**src/rtl/multi_button_debounce.sv**
```systemverilog
// multi_button_debounce
// Multi-channel button debouncer. Each channel has its own 2-FF synchroniser,
// its own four-state qualification FSM and its own stable counter, and reports
// a clean level plus one-cycle press/release pulses.
// Optional long-press / auto-repeat pulse on hold_o is built only when the
// macro DEBOUNCE_HOLD_EN is defined; otherwise hold_o is tied to 0.
// Debug: state_o carries every channel's FSM state, two bits per channel
// (channel c in bits [2c+1:2c]; 0=IDLE 1=PRESS_CHECK 2=PRESSED 3=RELEASE_CHECK).
// The fall pulse port is named release_o because "release" is a reserved word.
module multi_button_debounce #(
  parameter int CHANNELS      = 4,
  parameter int CLK_FREQUENCY = 10_000_000,
  parameter int DEBOUNCE_HZ   = 200,
  parameter int HOLD_CYCLES   = 5_000_000,
  parameter int REPEAT_CYCLES = 1_000_000
) (
  input  logic                  clk_i,
  input  logic                  reset_i,
  input  logic [CHANNELS-1:0]   button_i,
  output logic [CHANNELS-1:0]   level_o,
  output logic [CHANNELS-1:0]   press_o,
  output logic [CHANNELS-1:0]   release_o,
  output logic [CHANNELS-1:0]   hold_o,
  output logic [2*CHANNELS-1:0] state_o
);

  localparam int STABLE_CYCLES = CLK_FREQUENCY / DEBOUNCE_HZ;
  localparam int CW            = $clog2(STABLE_CYCLES + 1);
  localparam logic [CW-1:0] STABLE_LAST = CW'(STABLE_CYCLES - 1);

`ifdef DEBOUNCE_HOLD_EN
  localparam int MAX_HR = (HOLD_CYCLES > REPEAT_CYCLES) ? HOLD_CYCLES : REPEAT_CYCLES;
  localparam int HW     = $clog2(MAX_HR + 1);
  localparam logic [HW-1:0] HOLD_LAST   = HW'(HOLD_CYCLES - 1);
  localparam logic [HW-1:0] REPEAT_LAST = HW'(REPEAT_CYCLES - 1);
`else
  // Hold configuration has no effect in this build.
  logic [31:0] unused_hold_cfg;
  assign unused_hold_cfg = HOLD_CYCLES ^ REPEAT_CYCLES;
`endif

  typedef enum logic [1:0] {
    IDLE          = 2'd0,
    PRESS_CHECK   = 2'd1,
    PRESSED       = 2'd2,
    RELEASE_CHECK = 2'd3
  } state_t;

  logic [CHANNELS-1:0] sync1_q;
  logic [CHANNELS-1:0] sync2_q;

  // Two-flop synchroniser for every raw button pin.
  always_ff @(posedge clk_i) begin
    if (reset_i) begin
      sync1_q <= '0;
      sync2_q <= '0;
    end else begin
      sync1_q <= button_i;
      sync2_q <= sync1_q;
    end
  end

  for (genvar c = 0; c < CHANNELS; c++) begin : g_ch
    state_t        state_q, state_d;
    logic [CW-1:0] cnt_q, cnt_d;
    logic          s;
    logic          press_commit;
    logic          release_commit;
    logic          level_q, level_d;
    logic          press_q, press_d;
    logic          release_q, release_d;

    assign s              = sync2_q[c];
    assign press_commit   = (state_q == PRESS_CHECK)   &&  s && (cnt_q == STABLE_LAST);
    assign release_commit = (state_q == RELEASE_CHECK) && !s && (cnt_q == STABLE_LAST);

    // State and stable-counter register.
    always_ff @(posedge clk_i) begin
      if (reset_i) begin
        state_q <= IDLE;
        cnt_q   <= '0;
      end else begin
        state_q <= state_d;
        cnt_q   <= cnt_d;
      end
    end

    // Next state: a check state commits only after STABLE_CYCLES agreeing samples.
    always_comb begin
      state_d = state_q;
      cnt_d   = cnt_q;
      case (state_q)
        IDLE: begin
          if (s) begin
            state_d = PRESS_CHECK;
            cnt_d   = '0;
          end
        end
        PRESS_CHECK: begin
          if (!s) begin
            state_d = IDLE;
            cnt_d   = '0;
          end else if (cnt_q == STABLE_LAST) begin
            state_d = PRESSED;
            cnt_d   = '0;
          end else begin
            cnt_d = cnt_q + 1'b1;
          end
        end
        PRESSED: begin
          if (!s) begin
            state_d = RELEASE_CHECK;
            cnt_d   = '0;
          end
        end
        RELEASE_CHECK: begin
          if (s) begin
            state_d = PRESSED;
            cnt_d   = '0;
          end else if (cnt_q == STABLE_LAST) begin
            state_d = IDLE;
            cnt_d   = '0;
          end else begin
            cnt_d = cnt_q + 1'b1;
          end
        end
        default: begin
          state_d = IDLE;
          cnt_d   = '0;
        end
      endcase
    end

    // Output decode: pulses and level change are taken on the committing edge.
    always_comb begin
      level_d   = level_q;
      press_d   = 1'b0;
      release_d = 1'b0;
      if (press_commit) begin
        level_d = 1'b1;
        press_d = 1'b1;
      end
      if (release_commit) begin
        level_d   = 1'b0;
        release_d = 1'b1;
      end
    end

    // Registered level and pulse outputs.
    always_ff @(posedge clk_i) begin
      if (reset_i) begin
        level_q   <= 1'b0;
        press_q   <= 1'b0;
        release_q <= 1'b0;
      end else begin
        level_q   <= level_d;
        press_q   <= press_d;
        release_q <= release_d;
      end
    end

    assign level_o[c]         = level_q;
    assign press_o[c]         = press_q;
    assign release_o[c]       = release_q;
    assign state_o[2*c +: 2]  = state_q;

`ifdef DEBOUNCE_HOLD_EN
    logic [HW-1:0] hcnt_q, hcnt_d;
    logic          rep_q, rep_d;   // first hold pulse already issued
    logic          hold_q, hold_d;

    // Hold counter: first pulse after HOLD_CYCLES, then every REPEAT_CYCLES.
    always_comb begin
      hcnt_d = hcnt_q;
      rep_d  = rep_q;
      hold_d = 1'b0;
      case (state_q)
        PRESSED, RELEASE_CHECK: begin
          if (release_commit) begin
            hcnt_d = '0;
            rep_d  = 1'b0;
          end else if (!rep_q) begin
            if (hcnt_q == HOLD_LAST) begin
              hold_d = 1'b1;
              hcnt_d = '0;
              rep_d  = 1'b1;
            end else begin
              hcnt_d = hcnt_q + 1'b1;
            end
          end else if (REPEAT_CYCLES > 0) begin
            if (hcnt_q == REPEAT_LAST) begin
              hold_d = 1'b1;
              hcnt_d = '0;
            end else begin
              hcnt_d = hcnt_q + 1'b1;
            end
          end
        end
        default: begin
          hcnt_d = '0;
          rep_d  = 1'b0;
        end
      endcase
    end

    // Hold counter and hold pulse register.
    always_ff @(posedge clk_i) begin
      if (reset_i) begin
        hcnt_q <= '0;
        rep_q  <= 1'b0;
        hold_q <= 1'b0;
      end else begin
        hcnt_q <= hcnt_d;
        rep_q  <= rep_d;
        hold_q <= hold_d;
      end
    end

    assign hold_o[c] = hold_q;
`else
    assign hold_o[c] = 1'b0;
`endif
  end

endmodule
```
**config.mk**
```make
export PLATFORM = sky130hd
export DESIGN_NAME = multi_button_debounce
export DESIGN_NICKNAME = d
export VERILOG_FILES = /design/src/rtl/multi_button_debounce.sv
export SDC_FILE = /design/constraint.sdc
export NUM_CORES = 1
export LEC_CHECK = 0
export CAP_MARGIN = 20
export CORE_UTILIZATION = 53
export DETAILED_ROUTE_END_ITERATION = 16
export GPL_TIMING_DRIVEN = 0
export PLACE_DENSITY = 0.76
export REMOVE_ABC_BUFFERS = 1
export SYNTH_ARGS = -nofsm -noshare
export SYNTH_HDL_FRONTEND = slang
export SYNTH_SLANG_ARGS = --single-unit
```
**constraint.sdc**
```tcl
create_clock -name clk_i -period 1.83 [get_ports clk_i]
set_input_delay 0.4575 -clock clk_i [delete_from_list [all_inputs] [get_ports clk_i]]
set_output_delay 0.4575 -clock clk_i [all_outputs]
set_load 0.05 [all_outputs]
```
Word level (Yosys, flattened, before mapping)
Cells that the tools add are included.
{"block": "totals", "reg_bits": 92, "in_bits": 6, "output_inout_bits": 24}
{"block": "classes", "add_sub_neg": 4, "n_eq_ne": 32, "n_mux": 60, "reduce_logical": 36}
{"cell": "two-way mux 16 bit", "count": 20}
{"cell": "case mux 16 bit (4 select lines)", "count": 4}
{"cell": "adder 16 x 1 -> 16 bit (second input constant)", "count": 4}
{"cell": "== test 16 bit (second input constant)", "count": 4}
{"cell": "two-way mux 2 bit", "count": 24}
{"cell": "case mux 2 bit (4 select lines)", "count": 4}
{"cell": "inequality test 3 x 2 -> 1 bit (second input constant)", "count": 6}
{"cell": "== test 2 bit (second input constant)", "count": 8}
{"cell": "logical AND 1 bit", "count": 16}
{"cell": "inequality test 2 bit (second input constant)", "count": 8}
{"cell": "AND reduction 4 bit", "count": 4}
{"cell": "== test 2 x 1 -> 1 bit (second input constant)", "count": 4}
{"cell": "logical NOT 2 bit", "count": 4}
{"cell": "two-way mux 1 bit", "count": 8}
{"cell": "AND reduction 2 bit", "count": 4}
{"cell": "OR reduction 2 bit", "count": 4}
{"cell": "inequality test 3 bit (second input constant)", "count": 2}
{"cell": "logical NOT 1 bit", "count": 4}

Depth between registers and ports, before layout
Gate-level depths: netlist (run 1).
{"block": "depth", "ltp_word": 4, "mapped_depth": 8, "depth_no_buf": 6}

Worst setup path before layout (run 1)
No wires, ideal clock.
{"block": "synth_path", "kind": "reg2reg", "startpoint": "register (tool-made name)", "endpoint": "register g_ch[0].cnt_q[6]", "setup_time_ps": 74, "arrival_time_ps": 1959, "required_time_ps": 1756, "path_slack_ps": -203, "path_stages_with_launch": 7, "path_cell_list": "dfxtp_1 > xor2_1 > nand2_1 > nor3_2 > buf_2 > o21ai_0 > a31oi_1"}
{"item": "end signal, assigned", "line_no": "84", "text": "cnt_q <= cnt_d;"}
{"item": "end, declared", "line_no": "65", "text": "logic [CW-1:0] cnt_q, cnt_d;"}

Worst setup path in the final report (run 1)
{"block": "layout_path", "startpoint": "register g_ch[2].cnt_q[11]", "endpoint": "register g_ch[2].cnt_q[11]"}
{"block": "layout_via", "elab_chain_cells": 4, "elab_cells_between_ends": 6, "classes_between": "1 x add/sub; 1 x eq/ne; 4 x mux"}
{"item": "start, declared", "line_no": "65"}
{"item": "start signal, assigned", "line_no": "84"}
{"item": "adder 16 x 1 -> 16 bit or == test 16 bit (tied branches)"}
{"item": "two-way mux 16 bit *", "line_no": "103, 120"}
{"item": "two-way mux 16 bit, on equally long branches", "line_no": "117, 100"}
{"item": "case mux 16 bit (4 select lines) *", "line_no": "92", "text": "case (state_q)"}
Every way passes the cells marked *; elsewhere a longest branch is shown, timed or not.
A chain may end at the register's enable or synchronous reset.

==> results of run 1 <==
synth_stat cells, drive strengths merged, types with 7 or more instances:
cell type   n
o21ai      30
dfxtp      92
nand4      14
a21oi      42
mux2i       8
a31oi      33
or3         9
nand3      31
and3        7
nor4b       7
nand2      52
nor3       18
nor2b       9
inv        10
buf        26
clkbuf      9
nor2       43
cells by family after synthesis:
kind of cell,after synthesis,synth area share [%]
DFF,92,41.1
AOI/OAI and AO/OA,138,18.6
buffers and inverters,45,5.72
xor gates and xnor gates,7,1.37
adders and majority gates,5,1.40
and+or+nand+nor,236,30.0
muxes,8,1.79
other,1,0.0836
path summary, 6_finish.rpt:
kind / to / slack [ns] / startpoint
max reg2reg: g_ch[2].cnt_q[11] / -0.13 / g_ch[2].cnt_q[11]
min: g_ch[2].cnt_q[4] / 0.35 / reset_i
max: g_ch[2].cnt_q[11] / -0.13 / g_ch[2].cnt_q[11]
min reg2reg: sync2_q[0] / 0.44 / sync1_q[0]
timing repair:
item                       CTS  global route
buffers inserted            27             9
hold buffers                 0             0
gates cloned                 5             1
setup endpoints to repair   90            74
gates resized for setup    127            61
pin swaps                   32            27
registers in the layout, summed over array words and instances (netlist names), named ones only:
signal and count:
g_ch.release_q 4, sync1_q 4, g_ch.state_q 4, sync2_q 4
g_ch.level_q 4, g_ch.cnt_q 64, g_ch.press_q 4
worst reg2reg max path, cell delays in order, from the launching register on:
cell and delay, ns:
dfxtp_4 0.37, or4b_4 0.55, nor4_4 0.33, buf_4 0.18, nor3_4 0.04, buf_6 0.14, a32oi_1 0.16, nand2_1 0.08
power by group through the flow:
stage               Combinational, mW  Sequential, mW  Clock (mW)
finish                          0.242            2.04        1.22
global route                    0.262            2.04        1.31
CTS                             0.224            2.04        1.22
detailed placement              0.218            2.09           0
global placement                0.215            2.09           0
floorplan                       0.102            2.13           0
per-layer routing:
metal	share of wire [%]	vias to the layer above	GRT usage, %
met4	1.5	0	9.49
met2	50	148	42.8
li1	-	2065	-
met1	43	2083	31.4
met5	0	-	0
met3	5.3	24	4.45
cell type report:
cell class                 count  area [um^2]  area share [%]
timing repair buffer          64          603            10.6
clock buffer                  12          135            2.38
sequential                    92         1890            33.3
clock inverter                 4         26.3           0.462
multi-input combinational    401         2860            50.3
inverter                      10         37.5           0.660
tap                          105          131            2.31
per-stage QoR:
stage                     area, um^2  hold slack, ns
after floorplan                 4280           0.414
after global placement          4660           0.420
after detailed placement        4680           0.432
after CTS                       5380           0.449
after global routing            5690           0.352
final                           5690           0.346
==> impl_results.rst, run 1 <==
.. list-table::
   :header-rows: 1

   * - Metric
     - Value
   * - Switching power
     - 0.921 mW
   * - Die height
     - 94.0 um
   * - Clock skew after layout
     - 0.0150 ns
   * - Count of inserted antenna diode cells
     - 0
   * - Buffers and inverters on the worst path
     - 2
   * - Total stage count of the critical path
     - 7
   * - Number of instances on the worst hold path
     - 2
   * - Depth of the worst register-to-register path
     - 7
   * - Crit share post-route
     - 107%
   * - CTS sink cnt
     - 92
   * - RSZ-0062 raised after global routing
     - yes
   * - Overall routed net length
     - 11500 um
   * - Fill count
     - 612
   * - Areal power density over the cells
     - 616 nW/um^2
   * - Post-synthesis instance area
     - 4480 um^2
   * - Most common cell after layout, fill and taps aside
     - dfxtp_1
   * - Num rows
     - 33
   * - Total power
     - 3.50 mW
   * - Wire length of the first global-routing pass
     - 17900 um
   * - Slew margin rel.
     - 42.6%
   * - Dominant register cell in the synthesized netlist
     - dfxtp_1
   * - Number of flip-flops and latches in the synthesized netlist
     - 92
   * - Area delta synth->final
     - 26.8%
   * - Register clock-pin slew on the reported worst setup and hold paths
     - 0.09 ns
   * - Setup TNS Final
     - -2.56 ns
   * - Core Region
     - 8220 um^2
   * - Total Nets Final
     - 589
   * - Violated checks
     - negative setup slack
   * - Number of slew-limit violations in the final report
     - 0
   * - I/O Buffers
     - 25
   * - Count of mapped cells out of synthesis
     - 532
   * - Leakage power figure
     - 1.99 nW
   * - Clock tree from TritonCTS
     - done
   * - Die Span X
     - 94.0 um
   * - Critical Path End Type
     - register
   * - Share of the core filled with cells in the final layout
     - 69.2%
   * - Share of total power in the clock network
     - 34.9%
   * - DIE AREA
     - 8830 um^2
   * - Worst setup slack after layout
     - -0.131 ns
   * - Worst EP required
     - 2.09 ns
   * - Synth warn
     - 0
   * - H-Tree Level Count
     - 3
   * - Starting density of the core
     - 54.6%
   * - Fmax
     - 510 MHz
   * - Number of instances in the placed design
     - 632
   * - Global route total overflow
     - 0
   * - Overall fraction of global-route tracks in use
     - 25.1%
   * - Placer Congestion
     - 0.860
   * - Cell class contributing the biggest share of worst-path delay
     - simple AND/OR/NAND/NOR gates
   * - Count of flip-flops with a built-in enable after synthesis
     - 0
   * - Startpoint kind of the worst setup timing path
     - register
   * - Total CTS buffers
     - 9
   * - Clock Path Buffers
     - 2
   * - Crit path cell chain
     - or4b_4 > nor4_4 > buf_4 > nor3_4 > buf_6 > a32oi_1 > nand2_1
   * - Final-report setup violation count
     - 42
   * - Start-to-end type of the worst setup path
     - register to register
   * - Crit path arrival time
     - 2.22 ns
   * - Later-pin clock latency in the skew report
     - 0.37 ns
   * - Proportion of synthesized flip-flops having asynchronous set or reset
     - 0%
   * - Post-synth top area cell
     - dfxtp_1
   * - Share of final-layout standard cells stronger than drive strength 1
     - 30.0%
   * - Detailed-route vias per instance
     - 6.28
   * - Share of synthesized area occupied by flip-flops and latches
     - 41.1%
   * - Worst Tran Pin Value
     - 0.854 ns
   * - TritonRoute pass-1 iters
     - 4
   * - Post-Syn Area per Cell
     - 8.43 um^2
   * - Proportion of power drawn by flip-flops and latches
     - 58.2%
   * - Pin count of the biggest net entering global routing
     - 57
   * - Peak ir drop on the vdd network
     - 0.000494 V
   * - Longest individual stage delay on the worst path
     - 0.55 ns
   * - Class of the worst hold path
     - input port to register
   * - Number of ports placed on the die boundary
     - 30
   * - Average wire length per cell after detail routing
     - 16.8 um
   * - Final critical-path required period
     - 1.96 ns
   * - Antenna violations before repair
     - 0
   * - P_int
     - 2.58 mW
   * - Antenna Violating Nets Remaining
     - 0
   * - Share of the synthesized area in the top cell type
     - 41.1%
   * - Switching fraction of total power
     - 26.3%
   * - Most used cells in the layout excluding fill and tap cells
     - dfxtp_1, nand2_1, nor2_1, a31oi_1, nand3_1
   * - Maximum capacitance violations
     - 0
   * - Via count of the first global-routing pass
     - 3986
   * - Largest fanout of any net on the critical path
     - 5
   * - Root Buffer Master
     - clkbuf_8
   * - Run status
     - finished with violations
   * - Overall via count from detail_route
     - 4320
   * - Drc violations
     - 0
   * - Final HPWL DP
     - 6370 um
   * - Iter 0 DRT Violations
     - 184
   * - Comb power frac
     - 6.9%
   * - Post-placement setup slack
     - -0.603 ns
   * - Count of different cell masters after synthesis
     - 57
   * - Dominant cells by area after synthesis
     - dfxtp_1, a21oi_1, a31oi_1, nand2_1, nor2_1
   * - Total count of hold-check failures in the final report
     - 0
   * - Layout Cells excl Fill
     - 688
   * - Slowest cell on the critical path
     - or4b_4
Note: power is estimated with default switching activity, not from simulation.
==> run 2: changes to the inputs <==
Settings changed: CORE_UTILIZATION 53 to 40, PLACE_DENSITY 0.76 to not set.
==> run 2 against run 1 <==
The run still ends with negative setup slack left. Register-to-register slack worse by 0.02 ns. Via count is 1.5% lower. Non-clock buffer count is 8 higher. Utilization is 16 points lower. Sequential share of layout area is 0.47 points lower. Clock skew is 0.0074 ns lower.
==> impl_results.rst, run 2 (same netlist as run 1, synthesis figures left out) <==
.. list-table::
   :header-rows: 1

   * - Metric
     - Value
   * - Number of slew-limit violations in the final report
     - 0 (unchanged)
   * - Worst Tran Pin Value
     - 0.885 ns (was 0.854 ns)
   * - Total count of hold-check failures in the final report
     - 0 (unchanged)
   * - Via count of the first global-routing pass
     - 3852 (was 3986)
   * - Count of inserted antenna diode cells
     - 0 (unchanged)
   * - Peak ir drop on the vdd network
     - 0.000352 V (was 0.000494 V)
   * - Final critical-path required period
     - 1.98 ns (was 1.96 ns)
   * - Wire length of the first global-routing pass
     - 18600 um (was 17900 um)
   * - Largest fanout of any net on the critical path
     - 5 (unchanged)
   * - Crit share post-route
     - 108% (was 107%)
   * - Die Span X
     - 108 um (was 94.0 um)
   * - Slew margin rel.
     - 40.5% (was 42.6%)
   * - Switching fraction of total power
     - 24.7% (was 26.3%)
   * - Root Buffer Master
     - clkbuf_8 (unchanged)
   * - Comb power frac
     - 6.6% (was 6.9%)
   * - Fmax
     - 505 MHz (was 510 MHz)
   * - H-Tree Level Count
     - 3 (unchanged)
   * - Setup TNS Final
     - -2.46 ns (was -2.56 ns)
   * - Number of ports placed on the die boundary
     - 30 (unchanged)
   * - Overall via count from detail_route
     - 4257 (was 4320)
   * - Starting density of the core
     - 41.2% (was 54.6%)
   * - Area delta synth->final
     - 30.1% (was 26.8%)
   * - P_int
     - 2.74 mW (was 2.58 mW)
   * - Share of final-layout standard cells stronger than drive strength 1
     - 32.4% (was 30.0%)
   * - Maximum capacitance violations
     - 0 (unchanged)
   * - Worst setup slack after layout
     - -0.151 ns (was -0.131 ns)
   * - Total Nets Final
     - 597 (was 589)
   * - Clock Path Buffers
     - 2 (unchanged)
   * - Run status
     - finished with violations (unchanged)
   * - Class of the worst hold path
     - register to register (was input port to register)
   * - Leakage power figure
     - 2.04 nW (was 1.99 nW)
   * - Most used cells in the layout excluding fill and tap cells
     - dfxtp_1, nand2_1, nor2_1, buf_4, a31oi_1 (was dfxtp_1, nand2_1, nor2_1, a31oi_1, nand3_1)
   * - Number of hold buffers added after cts
     - 0 (unchanged)
   * - Critical Path End Type
     - register (unchanged)
   * - Clock skew after layout
     - 0.00761 ns (was 0.0150 ns)
   * - Num rows
     - 38 (was 33)
   * - Die height
     - 108 um (was 94.0 um)
   * - Antenna Violating Nets Remaining
     - 0 (unchanged)
   * - Global route total overflow
     - 0 (unchanged)
   * - Max FFs per register
     - 64 (unchanged)
   * - CTS sink cnt
     - 92 (unchanged)
   * - Worst EP required
     - 2.07 ns (was 2.09 ns)
   * - Most flop-heavy register
     - g_ch.cnt_q (unchanged)
   * - DIE AREA
     - 11600 um^2 (was 8830 um^2)
   * - Register-to-Register Setup Slack
     - -0.15 ns (was -0.13 ns)
   * - Switching power
     - 0.897 mW (was 0.921 mW)
   * - Register clock-pin slew on the reported worst setup and hold paths
     - 0.09 ns (about the same)
   * - Startpoint kind of the worst setup timing path
     - register (unchanged)
   * - Clock tree from TritonCTS
     - done (unchanged)
   * - TritonRoute pass-1 iters
     - 6 (was 4)
   * - Placed cell area
     - 4720 um^2 (was 4680 um^2)
   * - Average wire length per cell after detail routing
     - 15.4 um (was 16.8 um)
   * - Crit path arrival time
     - 2.22 ns (about the same)
   * - Final-report setup violation count
     - 43 (was 42)
   * - Fill count
     - 995 (was 612)
   * - Pin count of the biggest net entering global routing
     - 57 (unchanged)
   * - Share of total power in the clock network
     - 37.6% (was 34.9%)
   * - Most common cell after layout, fill and taps aside
     - dfxtp_1 (unchanged)
   * - Placer Congestion
     - 0.825 (was 0.860)
   * - Finished Cell Area
     - 5830 um^2 (was 5690 um^2)
   * - RSZ-0062 raised after global routing
     - yes (unchanged)
   * - Drc violations
     - 0 (unchanged)
   * - Antenna violations before repair
     - 0 (unchanged)
   * - Iter 0 DRT Violations
     - 188 (was 184)
   * - Proportion of power drawn by flip-flops and latches
     - 55.9% (was 58.2%)
   * - Start-to-end type of the worst setup path
     - register to register (unchanged)
   * - Overall fraction of global-route tracks in use
     - 20.0% (was 25.1%)
   * - Final HPWL DP
     - 6420 um (was 6370 um)
   * - I/O Buffers
     - 25 (unchanged)
   * - Post-placement setup slack
     - -0.693 ns (was -0.603 ns)
   * - Detailed-route vias per instance
     - 5.83 (was 6.28)
   * - Areal power density over the cells
     - 624 nW/um^2 (was 616 nW/um^2)
   * - Core Region
     - 10900 um^2 (was 8220 um^2)
   * - Total CTS buffers
     - 9 (unchanged)
   * - Violated checks
     - negative setup slack (unchanged)
   * - Overall routed net length
     - 11200 um (was 11500 um)
   * - Later-pin clock latency in the skew report
     - 0.37 ns (about the same)
run 2: changes by cell type in the layout (fill, tap and decap cells not counted), sizes merged:
cell and delta:
clkinvlp -1, clkdlybuf4s15 +2, buf +8, clkinv -2
clkbuf -1, bufinv +1
run 2: power groups by stage:
| stage | logic (mW) | clock network [mW] | registers [mW] |
|---|---|---|---|
| floorplan | 0.102 | 0 | 2.13 |
| global placement | 0.220 | 0 | 2.09 |
| detailed placement | 0.220 | 0 | 2.09 |
| CTS | 0.228 | 1.39 | 2.04 |
| global route | 0.258 | 1.48 | 2.04 |
| finish | 0.239 | 1.37 | 2.03 |
run 2: routing by layer:
layer | global-route usage [%] | wire (um) | vias to the layer above
li1 | - | - | 2079
met1 | 26.7 | 5170 | 2047
met2 | 32.3 | 5390 | 116
met5 | 0 | 0 | -
met3 | 3.03 | 487 | 15
met4 | 7.93 | 183 | 0
run 2: cell type report:
| class | instances | area, um^2 | area share, % |
|---|---|---|---|
| multi-input combinational | 401 | 2880 | 49.3 |
| sequential | 92 | 1910 | 32.8 |
| timing repair buffer | 72 | 646 | 11.1 |
| tap | 140 | 175 | 3.00 |
| clock buffer | 13 | 149 | 2.55 |
| inverter | 10 | 37.5 | 0.644 |
| clock inverter | 2 | 35.0 | 0.601 |
run 2: per-stage QoR:
stage                     hold slack, ns  cells  power [mW]  utilization, %
after floorplan                    0.414    500        2.23               -
after global placement             0.424    665        2.31            43.2
after detailed placement           0.427    667        2.31            43.3
after CTS                          0.448    719        3.66            49.7
after global routing               0.455    730        3.78            53.6
final                              0.443    730        3.64            53.6
run 2: timing repair:
item                                   4_1_cts  5_1_grt
endpoints found under the hold margin        0        0
cloned                                       6        0
pin swaps                                   27       23
setup buffers                               31       11
setup endpoints to repair                   92       79
gates resized for setup                    110       96
run 2: final timing paths:
kind         cells after the start         startpoint                 to
max                              7  g_ch[3].cnt_q[11]  g_ch[3].cnt_q[15]
min                              1         sync1_q[0]         sync2_q[0]
max reg2reg                      7  g_ch[3].cnt_q[11]  g_ch[3].cnt_q[15]
min reg2reg                      1         sync1_q[0]         sync2_q[0]
run 2: critical path: stages (launching register included):
cell,delay (ns)
dfxtp_4,0.35
or4b_4,0.54
nor4_4,0.41
buf_4,0.20
nor3_4,0.06
buf_6,0.16
a21oi_2,0.10
a31oi_1,0.04
